`config.mk`:
```
export PLATFORM = sky130hd
export DESIGN_NAME = mux_rr_arbiter
export DESIGN_NICKNAME = d
export VERILOG_FILES = /design/src/rtl/mux_rr_arbiter.sv
export SDC_FILE = /design/constraint.sdc
export NUM_CORES = 1
export LEC_CHECK = 0
export CAP_MARGIN = 15
export CORE_MARGIN = 3
export CORE_UTILIZATION = 45
export CTS_CLUSTER_DIAMETER = 30
export CTS_CLUSTER_SIZE = 30
export DETAILED_ROUTE_END_ITERATION = 16
export PLACE_DENSITY_LB_ADDON = 0.12
export SYNTH_ARGS = -nofsm -noshare
export SYNTH_HDL_FRONTEND = slang
export SYNTH_SLANG_ARGS = --single-unit
```
`constraint.sdc`:
```
create_clock -name clk -period 4.2 [get_ports clk]
set_input_delay 0.63 -clock clk [delete_from_list [all_inputs] [get_ports clk]]
set_output_delay 0.63 -clock clk [all_outputs]
set_load 0.02 [all_outputs]
```
`src/rtl/mux_rr_arbiter.sv`:
```
// Round-robin arbiter that owns the select bus of a shared 4:1 mux and
// registers the selected requester's data, with a per-owner hold limit.
module mux_rr_arbiter #(
   parameter int DATA_W   = 8,
   parameter int MAX_HOLD = 4
) (
   input  logic                clk,
   input  logic                rst_n,
   input  logic [3:0]          req,
   input  logic [4*DATA_W-1:0] data_in,
   output logic [3:0]          grant,
   output logic [1:0]          sel,
   output logic                valid,
   output logic [DATA_W-1:0]   data_out
);

   localparam int HOLD_W = $clog2(MAX_HOLD + 1);
   localparam logic [HOLD_W-1:0] HOLD_MAX = HOLD_W'(MAX_HOLD);
   localparam logic [HOLD_W-1:0] HOLD_ONE = HOLD_W'(1);

   typedef enum logic {
      IDLE,
      GRANT
   } state_t;

   state_t              state_q, state_d;
   logic [3:0]          grant_q, grant_d;
   logic [1:0]          sel_q, sel_d;
   logic                valid_q, valid_d;
   logic [DATA_W-1:0]   data_out_q, data_out_d;
   logic [HOLD_W-1:0]   hold_cnt_q, hold_cnt_d;
   logic [1:0]          last_q, last_d;
   logic [1:0]          pick_idle;
   logic [1:0]          pick_release;
   logic                served;

   // Search base+1, base+2, base+3, base; the nearest set request wins.
   function automatic logic [1:0] rr_pick(input logic [1:0] base, input logic [3:0] r);
      logic [1:0] idx;
      rr_pick = base;
      for (int i = 4; i >= 1; i--) begin
         idx = base + 2'(i);
         if (r[idx]) rr_pick = idx;
      end
   endfunction

   always_comb begin
      pick_idle    = rr_pick(last_q, req);
      pick_release = rr_pick(sel_q, req);
      served       = |(grant_q & req);
   end

   always_comb begin
      state_d    = state_q;
      grant_d    = grant_q;
      sel_d      = sel_q;
      hold_cnt_d = hold_cnt_q;
      last_d     = last_q;
      unique case (state_q)
         IDLE: begin
            if (|req) begin
               grant_d    = 4'b0001 << pick_idle;
               sel_d      = pick_idle;
               hold_cnt_d = HOLD_ONE;
               state_d    = GRANT;
            end
         end
         GRANT: begin
            if (req[sel_q] && (hold_cnt_q < HOLD_MAX)) begin
               hold_cnt_d = hold_cnt_q + HOLD_ONE;
            end else begin
               // Release and re-pick on the same edge so owners change without a bubble.
               last_d = sel_q;
               if (|req) begin
                  grant_d    = 4'b0001 << pick_release;
                  sel_d      = pick_release;
                  hold_cnt_d = HOLD_ONE;
               end else begin
                  grant_d    = 4'b0000;
                  hold_cnt_d = '0;
                  state_d    = IDLE;
               end
            end
         end
         default: state_d = IDLE;
      endcase
   end

   always_comb begin
      valid_d    = served;
      data_out_d = data_out_q;
      if (served) data_out_d = data_in[int'(sel_q)*DATA_W +: DATA_W];
   end

   always_ff @(posedge clk or negedge rst_n) begin
      if (!rst_n) begin
         state_q    <= IDLE;
         grant_q    <= 4'b0000;
         sel_q      <= 2'b00;
         valid_q    <= 1'b0;
         data_out_q <= '0;
         hold_cnt_q <= '0;
         last_q     <= 2'd3;
      end else begin
         state_q    <= state_d;
         grant_q    <= grant_d;
         sel_q      <= sel_d;
         valid_q    <= valid_d;
         data_out_q <= data_out_d;
         hold_cnt_q <= hold_cnt_d;
         last_q     <= last_d;
      end
   end

   assign grant    = grant_q;
   assign sel      = sel_q;
   assign valid    = valid_q;
   assign data_out = data_out_q;

endmodule

```
# Yosys cells after proc, flatten, opt, wreduce, memory -nomap -nowiden
# Index checks and enable logic that the tools add are counted.
# totals
ff_bits	21
latch_bits	0
ram_bits	0
mem_bits_ro	0
in_bits	38
output_inout_bits	15
n_memories	0
# op_classes
addsub	7
multipliers	0
div_mod_pow	0
order_cmp	8
eq_ne	3
shift	3
n_mux	35
bitwise	3
reduce_logical	6
# op_table
op	count
variable part select 32 x 6 -> 8 bit	1
less-than comparator 2 x 3 -> 1 bit (second input constant)	7
2-to-1 mux 2 bit	9
binary-select mux 1 bit (select 2 bit)	7
2-to-1 mux 4 bit	3
2-to-1 mux 1 bit	10
adder 2 bit (second input constant)	4
case mux 4 bit (2 select lines)	1
OR reduction 4 bit	2
left shift 1 x 2 -> 4 bit (first input constant)	2
2-to-1 mux 3 bit	2
case mux 3 bit (2 select lines)	1
adder 2 x 1 -> 2 bit (second input constant)	2
AND 4 bit	1
inequality test 2 bit (second input constant)	2
case mux 2 bit (2 select lines)	1
AND reduction 2 bit	2
adder 3 x 1 -> 3 bit (second input constant)	1
less-than comparator 3 bit (second input constant)	1
AND reduction 3 bit	1
inequality test 2 x 1 -> 1 bit (second input constant)	1
NOT 1 bit	2
case mux 1 bit (2 select lines)	1
logical AND 1 bit	1

# Logic depth before layout (Yosys ltp)
# Gate-level depths: netlist (run 1).
# logic_depth
word_depth	10
mapped_depth	6
mapped_depth_nobuf	5

# Worst setup path after synthesis (run 1)
# OpenSTA, ideal clock, no wires.
# synth_timing
path_kind	input port to flip-flop
from	input port req[1]
to	register sel_q[0] (netlist: sel[0])
setup_ps	125
t_arrival_ps	1860
path_slack_ps	2215
cell_stages	5
cell_sequence	buf_2 mux4_2 nor3b_4 nor2_2 mux2_4
# synth_via
elab_chain_len	8
elab_cells_between_ends	30
cone_classes	eq/ne (3); mux (24); reduce/logical (3)
# synth_lines
item	line_no	rtl
start: declaration	9	input logic [3:0] req,
binary-select mux 1 bit (select 2 bit)	43	if (r[idx]) rr_pick = idx;
2-to-1 mux 1 bit (implied by the code)	43	
2-to-1 mux 2 bit (3 in series)	43	
2-to-1 mux 2 bit	74	if (|req) begin
2-to-1 mux 2 bit	69	if (req[sel_q] && (hold_cnt_q < HOLD_MAX)) begin
case mux 2 bit (2 select lines)	59	unique case (state_q)
end signal: assignment	107	sel_q <= sel_d;
end: declaration	28	logic [1:0] sel_q, sel_d;
# Several ways; a longest one is shown, not always the timed one. The select of a mux whose other input is x is not followed.
# A chain may end at the register's enable or synchronous reset.

# Worst setup path in the final report (run 1)
# layout_timing
from	register sel_q[0] (netlist: sel[0])
to	output port sel[0]
# layout_rtl
item	line_no	rtl
end: declaration	12	output logic [1:0] sel,
# No word-level cell between the ends.

==> flow_metrics.env, run 1 <==
export IMPL_status="completed"
export IMPL_synth_cell_type_count=38
export IMPL_drc=0
export IMPL_drtIter0Drc=39
export IMPL_slowest_delay_ns=0.86
export IMPL_tns_ns=0
export IMPL_clk_path_buf_depth=2
export IMPL_synth_most_common_cell="dfrtp_1"
export IMPL_required_ns=3.57
export IMPL_cts_root_buffer="clkbuf_4"
export IMPL_synth_nets=154
export IMPL_drt_wl_total_um=3200
export IMPL_drt_pass1_iter_count=4
export IMPL_postRouteAntennaNets=0
export IMPL_dieArea_sq_mm=0.00363
export IMPL_max_freq_mhz=393
export IMPL_grt_usage_pct=19.9
export IMPL_num_antenna_cells=0
export IMPL_synthDominantCellAreaShare_pct=36.0
export IMPL_setup_viol=0
export IMPL_combPwrFrac_pct=57.8
export IMPL_synth_warning_count=0
export IMPL_post_route_period_util_pct=60.6
export IMPL_finalClockSkew_ns=0.00739
export IMPL_insertion_delay_ns=0.30
export IMPL_wl_per_cell_um=16.3
export IMPL_syn_area_sq_mm=0.00132
export IMPL_crit_fanout=16
export IMPL_postLayoutCellArea_sq_mm=0.00188
export IMPL_initial_core_util_pct=47.5
export IMPL_seqPwrFrac_pct=34.6
export IMPL_max_slew_margin_pct=37.6
export IMPL_dr_total_vias=1100
export IMPL_placed_cell_area_sq_mm=0.00186
export IMPL_finalMaxSlewViolations=0
export IMPL_fillers=228
export IMPL_synthTopCellsByCount="19 x dfrtp_1, 11 x nand2_1, 10 x mux2_2"
export IMPL_cts_resized=0
export IMPL_gr_total_overflow=0
export IMPL_grt_pass1_wl_um=5220
export IMPL_maxCapViolations=0
export IMPL_grt_pass1_vias=1132
export IMPL_ctsHoldBuffers=0
export IMPL_area_growth_pct=42.4
export IMPL_rows=19
export IMPL_cp_top_family="flip-flops"
export IMPL_startpoint_type="flop"
export IMPL_power_density_mw_per_mm2=676
export IMPL_syn_area_per_cell_sq_um=11.5
export IMPL_die_x_um=60.2
export IMPL_synthArstFlopShare_pct=100
export IMPL_synth_area_leaders="dfrtp_1 36%, mux4_2 15%, mux2_2 8.5%"
export IMPL_hold_class="reg -> reg"
export IMPL_cts_tree="built"
export IMPL_antenna_found_initial=0
export IMPL_io_buffers=52
export IMPL_swShare_pct=39.5
export IMPL_die_h_um=60.2
export IMPL_power_leakage_nw=0.748
export IMPL_avgViaCountPerCell=5.61
export IMPL_drive_gt1_share_pct=18.8
export IMPL_max_vdd_ir_drop_mv=0.483
export IMPL_hold_viol=0
export IMPL_clk_pin_slew_ns=0.12
export IMPL_cp_end_kind="primary output"
export IMPL_crit_chain="clkdlybuf4s50_1"
export IMPL_ys_ff_latch=21
export IMPL_nets=205
export IMPL_p_sw_uw=502
export IMPL_arrival_ns=1.91
export IMPL_coreArea_sq_mm=0.00278
export IMPL_place_gp_congestion=0.817
export IMPL_path_buf_inv=1
export IMPL_ys_seq_area_share_pct=39.9
export IMPL_layout_min_cycle_time_ns=2.54
export IMPL_synthCells=115
export IMPL_synth_edf_count=0
export IMPL_dpl_hpwl_um=2530
export IMPL_clockPowerShare_pct=7.6
export IMPL_ioPinCount=53
export IMPL_cpMaxStageDelayCell="dfrtp_1"
export IMPL_cts_sinks=21
export IMPL_worstSetupPathType="reg -> out"
export IMPL_worst_pin_slew_ns=0.932
export IMPL_htreeDepth=1
export IMPL_grt_max_degree=22
export IMPL_fin_util_pct=67.7
export IMPL_synth_flop_cell="dfrtp_1"
export IMPL_rsz0062_at_grt="no"
export IMPL_p_int_uw=771
export IMPL_post_cts_setup_buffer_count=0
export IMPL_synth_largest_area_cell="dfrtp_1"
export IMPL_numCtsBuffers=3
export IMPL_finalPower_mw=1.27
path summary, 6_finish.rpt:
kind	start	to	slack (ns)	cells past startpoint
max	sel[0]$_DFFE_PN0P_	sel[0]	1.66	1
min	data_out[1]$_DFFE_PN0P_	data_out[1]$_DFFE_PN0P_	0.52	1
max reg2reg	sel[0]$_DFFE_PN0P_	sel[0]$_DFFE_PN0P_	1.93	4
min reg2reg	data_out[1]$_DFFE_PN0P_	data_out[1]$_DFFE_PN0P_	0.52	1
max in group asynchronous	rst_n	data_out[2]$_DFFE_PN0P_	2.80	1
min in group asynchronous	rst_n	data_out[1]$_DFFE_PN0P_	0.83	1
stage by stage:
stage	hold slack (ns)	std cells	worst slack, ns
floorplan	0.334	115	2.21
global placement	0.492	192	1.70
detailed placement	0.495	192	1.64
CTS	0.525	196	1.60
global route	0.548	196	1.51
finish	0.523	196	1.66
power groups by stage:
stage / registers [mW] / clock network (mW) / logic [mW]
6_report: 0.441 / 0.0969 / 0.736
5_1_grt: 0.464 / 0.111 / 0.798
4_1_cts: 0.442 / 0.105 / 0.746
3_5_place_dp: 0.446 / 0 / 0.745
3_3_place_gp: 0.438 / 0 / 0.727
2_1_floorplan: 0.462 / 0 / 0.451
layout by cell type, fill, tap and decap left out, types with 2 or more instances in the layout:
master and count:
nand2_1 11, mux2i_1 3, a31oi_1 4, nand4_1 2, o21ai_0 4, a22oi_1 2
mux4_2 9, clkbuf_4 3, nor2_1 6, nand2b_1 6, a21oi_1 2, mux2_2 10
dfstp_2 2, dfrtp_1 19, inv_1 3, o22ai_1 3, clkdlybuf4s50_1 52, nor2b_1 3
layer usage:
metal / track usage (%) / up-vias / share of wire, %
met3: 2.81 / 2 / 5.5
met2: 36.7 / 32 / 55
met1: 23.7 / 532 / 39
li1: - / 534 / -
met4: 5.70 / 0 / 0.53
met5: 0 / - / 0
state kept, by name, indices dropped and copies added (netlist names):
register / count
data_out: 8
grant: 4
hold_cnt_q: 3
last_q: 2
sel: 2
state_q: 1
valid: 1
cell type report:
cell class / count / area (sq um) / share of cell area (%)
Tap cell: 31 / 38.8 / 2.06
Clock inverter: 1 / 5.00 / 0.266
Sequential cell: 21 / 528 / 28.0
Multi-Input combinational cell: 85 / 757 / 40.2
Timing Repair Buffer: 52 / 520 / 27.6
Clock buffer: 3 / 22.5 / 1.20
Inverter: 3 / 11.3 / 0.598
worst reg2reg max path, delay by kind of cell, from the launching register on:
kind | cells | cell delay (ns)
flops | 1 | 0.86
mux | 2 | 0.94
simple gates | 2 | 0.36
cells by family after synthesis:
logic type,share of synthesized area (%)
compound gates,12.3
simple gates,16.7
mux,27.2
fa+ha+maj,0.946
buf+inv,2.84
flops,39.9
Power figures use the tool's default switching activity.
==> run 2: changes to the inputs <==
CORE_UTILIZATION = 39   (was 45)
clock period = 2.12 ns   (was 4.2 ns; I/O delays follow)
==> run 2 against run 1 <==
Compared with the run above: routed wire length grew 4.8%; total power grew 110%; critical path depth is the same; die area grew 14%; clock skew grew 0.0041 ns; non-clock buffer count grew 14; combinational power grew 120%; setup slack lost 1.4 ns; first-iteration DRC count grew 26%; largest cell class unchanged; largest power group unchanged; highest routed layer unchanged.
==> flow_metrics.env, run 2 (synthesis gave the netlist of run 1 again) <==
export IMPL_required_ns=1.80
export IMPL_maxCapViolations=0
export IMPL_drtIter0Drc=49
export IMPL_place_gp_congestion=0.825
export IMPL_regArea_sq_um=528
export IMPL_rsz0062_at_grt="no"
export IMPL_reg2reg_depth=4
export IMPL_p_int_mw=1.61
export IMPL_coreArea_sq_mm=0.00315
export IMPL_drt_wl_total_um=3350
export IMPL_placed_cell_area_sq_mm=0.00198
export IMPL_hold_class="in -> async"
export IMPL_cp_end_kind="primary output"
export IMPL_clk_pin_slew_ns=0.12
export IMPL_dieArea_sq_mm=0.00413
export IMPL_drt_pass1_iter_count=4
export IMPL_status="completed"
export IMPL_nets=219
export IMPL_ioPinCount=53
export IMPL_worstSetupPathType="reg -> out"
export IMPL_arrival_ns=1.50
export IMPL_num_antenna_cells=0
export IMPL_postLayoutCellArea_sq_mm=0.00200
export IMPL_crit_chain="clkdlybuf4s50_1"
export IMPL_rows=20
export IMPL_worst_pin_slew_ns=0.394
export IMPL_layout_min_cycle_time_ns=1.82
export IMPL_clockPowerShare_pct=7.3
export IMPL_clk_path_buf_depth=2
export IMPL_crit_fanout=9
export IMPL_multiInputGateArea_sq_um=757
export IMPL_finalPower_mw=2.64
export IMPL_hold_viol=0
export IMPL_finalClockSkew_ns=0.0115
export IMPL_combPwrFrac_pct=62.5
export IMPL_die_h_um=64.2
export IMPL_final_cell_mix="52 x clkdlybuf4s50_1, 19 x dfrtp_1, 14 x buf_4"
export IMPL_setup_viol=0
export IMPL_worst_path_stages=1
export IMPL_r2r_start="sel[0]$_DFFE_PN0P_"
export IMPL_numCtsBuffers=3
export IMPL_max_slew_margin_pct=73.6
export IMPL_regToRegSetupSlack_ns=0.34
export IMPL_max_freq_mhz=550
export IMPL_final_common_cell="clkdlybuf4s50_1"
export IMPL_post_cts_setup_buffer_count=0
export IMPL_fillers=286
export IMPL_path_buf_inv=1
export IMPL_startpoint_type="flop"
export IMPL_largest_reg_flops=8
export IMPL_cts_resized=0
export IMPL_die_x_um=64.2
export IMPL_cts_sinks=21
export IMPL_ctsHoldBuffers=0
export IMPL_drive_gt1_share_pct=25.1
export IMPL_cts_root_buffer="clkbuf_4"
export IMPL_io_buffers=52
export IMPL_reg2reg_to="sel[0]$_DFFE_PN0P_"
export IMPL_postRouteAntennaNets=0
export IMPL_power_density_mw_per_mm2=1320
export IMPL_grt_pass1_wl_um=5400
export IMPL_drc=0
export IMPL_antenna_found_initial=0
export IMPL_wl_per_cell_um=15.0
export IMPL_cp_top_family="buffers and inverters"
export IMPL_initial_core_util_pct=41.9
export IMPL_swShare_pct=38.9
export IMPL_grt_max_degree=22
export IMPL_cpMaxStageDelayCell="clkdlybuf4s50_1"
export IMPL_slowest_delay_ns=0.68
export IMPL_post_route_period_util_pct=85.8
export IMPL_grt_usage_pct=17.0
export IMPL_power_leakage_nw=0.816
export IMPL_finalMaxSlewViolations=0
export IMPL_insertion_delay_ns=0.31
export IMPL_seqPwrFrac_pct=30.1
export IMPL_htreeDepth=1
export IMPL_grt_pass1_vias=1149
export IMPL_gr_total_overflow=0
export IMPL_dr_total_vias=1201
export IMPL_cts_tree="built"
export IMPL_avgViaCountPerCell=5.39
export IMPL_p_sw_mw=1.03
export IMPL_dpl_hpwl_um=2750
export IMPL_max_vdd_ir_drop_mv=0.753
export IMPL_area_growth_pct=51.6
## run 2: cell types whose count changed in the layout (fill, tap and decap cells not counted)
cell,change
buf_4,+14
## run 2: how the worst max path moves through the flow
stage                       start                    to
3_5_place_dp               req[0]    sel[0]$_DFFE_PN0P_
6_report       sel[1]$_DFFE_PN0P_                sel[1]
4_1_cts        sel[1]$_DFFE_PN0P_                sel[1]
3_3_place_gp               req[0]    sel[0]$_DFFE_PN0P_
2_1_floorplan  sel[0]$_DFFE_PN0P_    sel[0]$_DFFE_PN0P_
5_1_grt        sel[0]$_DFFE_PN0P_  grant[2]$_DFFE_PN0P_
## run 2: layout make-up
cell class	instances	area share [%]
inverters	3	0.562
clock inverters	1	0.250
clock buffers	3	1.12
well taps	44	2.75
multi-input cells	85	37.8
flip-flops and latches	21	26.3
repair buffers	66	31.2
## run 2: stage by stage
stage | instances | util (%) | setup TNS, ns | worst slack, ns | hold slack, ns
after global routing | 223 | 63.6 | 0 | 0.216 | 0.337
after detailed placement | 219 | 62.7 | -0.0321 | -0.0299 | 0.502
final | 223 | 63.6 | 0 | 0.301 | 0.332
after global placement | 219 | 62.7 | 0 | 0.0260 | 0.491
after CTS | 223 | 63.6 | 0 | 0.285 | 0.339
after floorplan | 115 | - | 0 | 0.304 | 0.0224
## run 2: per-layer routing
| metal | GRT usage (%) | wire length (um) | vias to the layer above |
|---|---|---|---|
| met5 | 0 | 0 | - |
| met4 | 4.22 | 23 | 0 |
| met3 | 5.10 | 179 | 4 |
| met2 | 28.8 | 1770 | 35 |
| met1 | 21.3 | 1380 | 594 |
| li1 | - | - | 568 |
## run 2: power groups by stage
| stage | Sequential (mW) | Combinational (mW) | Clock [mW] |
|---|---|---|---|
| 5_1_grt | 0.832 | 1.77 | 0.226 |
| 3_3_place_gp | 0.796 | 1.62 | 0 |
| 2_1_floorplan | 0.916 | 0.894 | 0 |
| 3_5_place_dp | 0.803 | 1.67 | 0 |
| 4_1_cts | 0.799 | 1.67 | 0.199 |
| 6_report | 0.796 | 1.65 | 0.193 |
==> run 3: changes to the inputs <==
TNS_END_PERCENT = 20   (was not set)
==> results of run 3 <==
No change in the layout: final DEF, timing and power equal those of run 2.
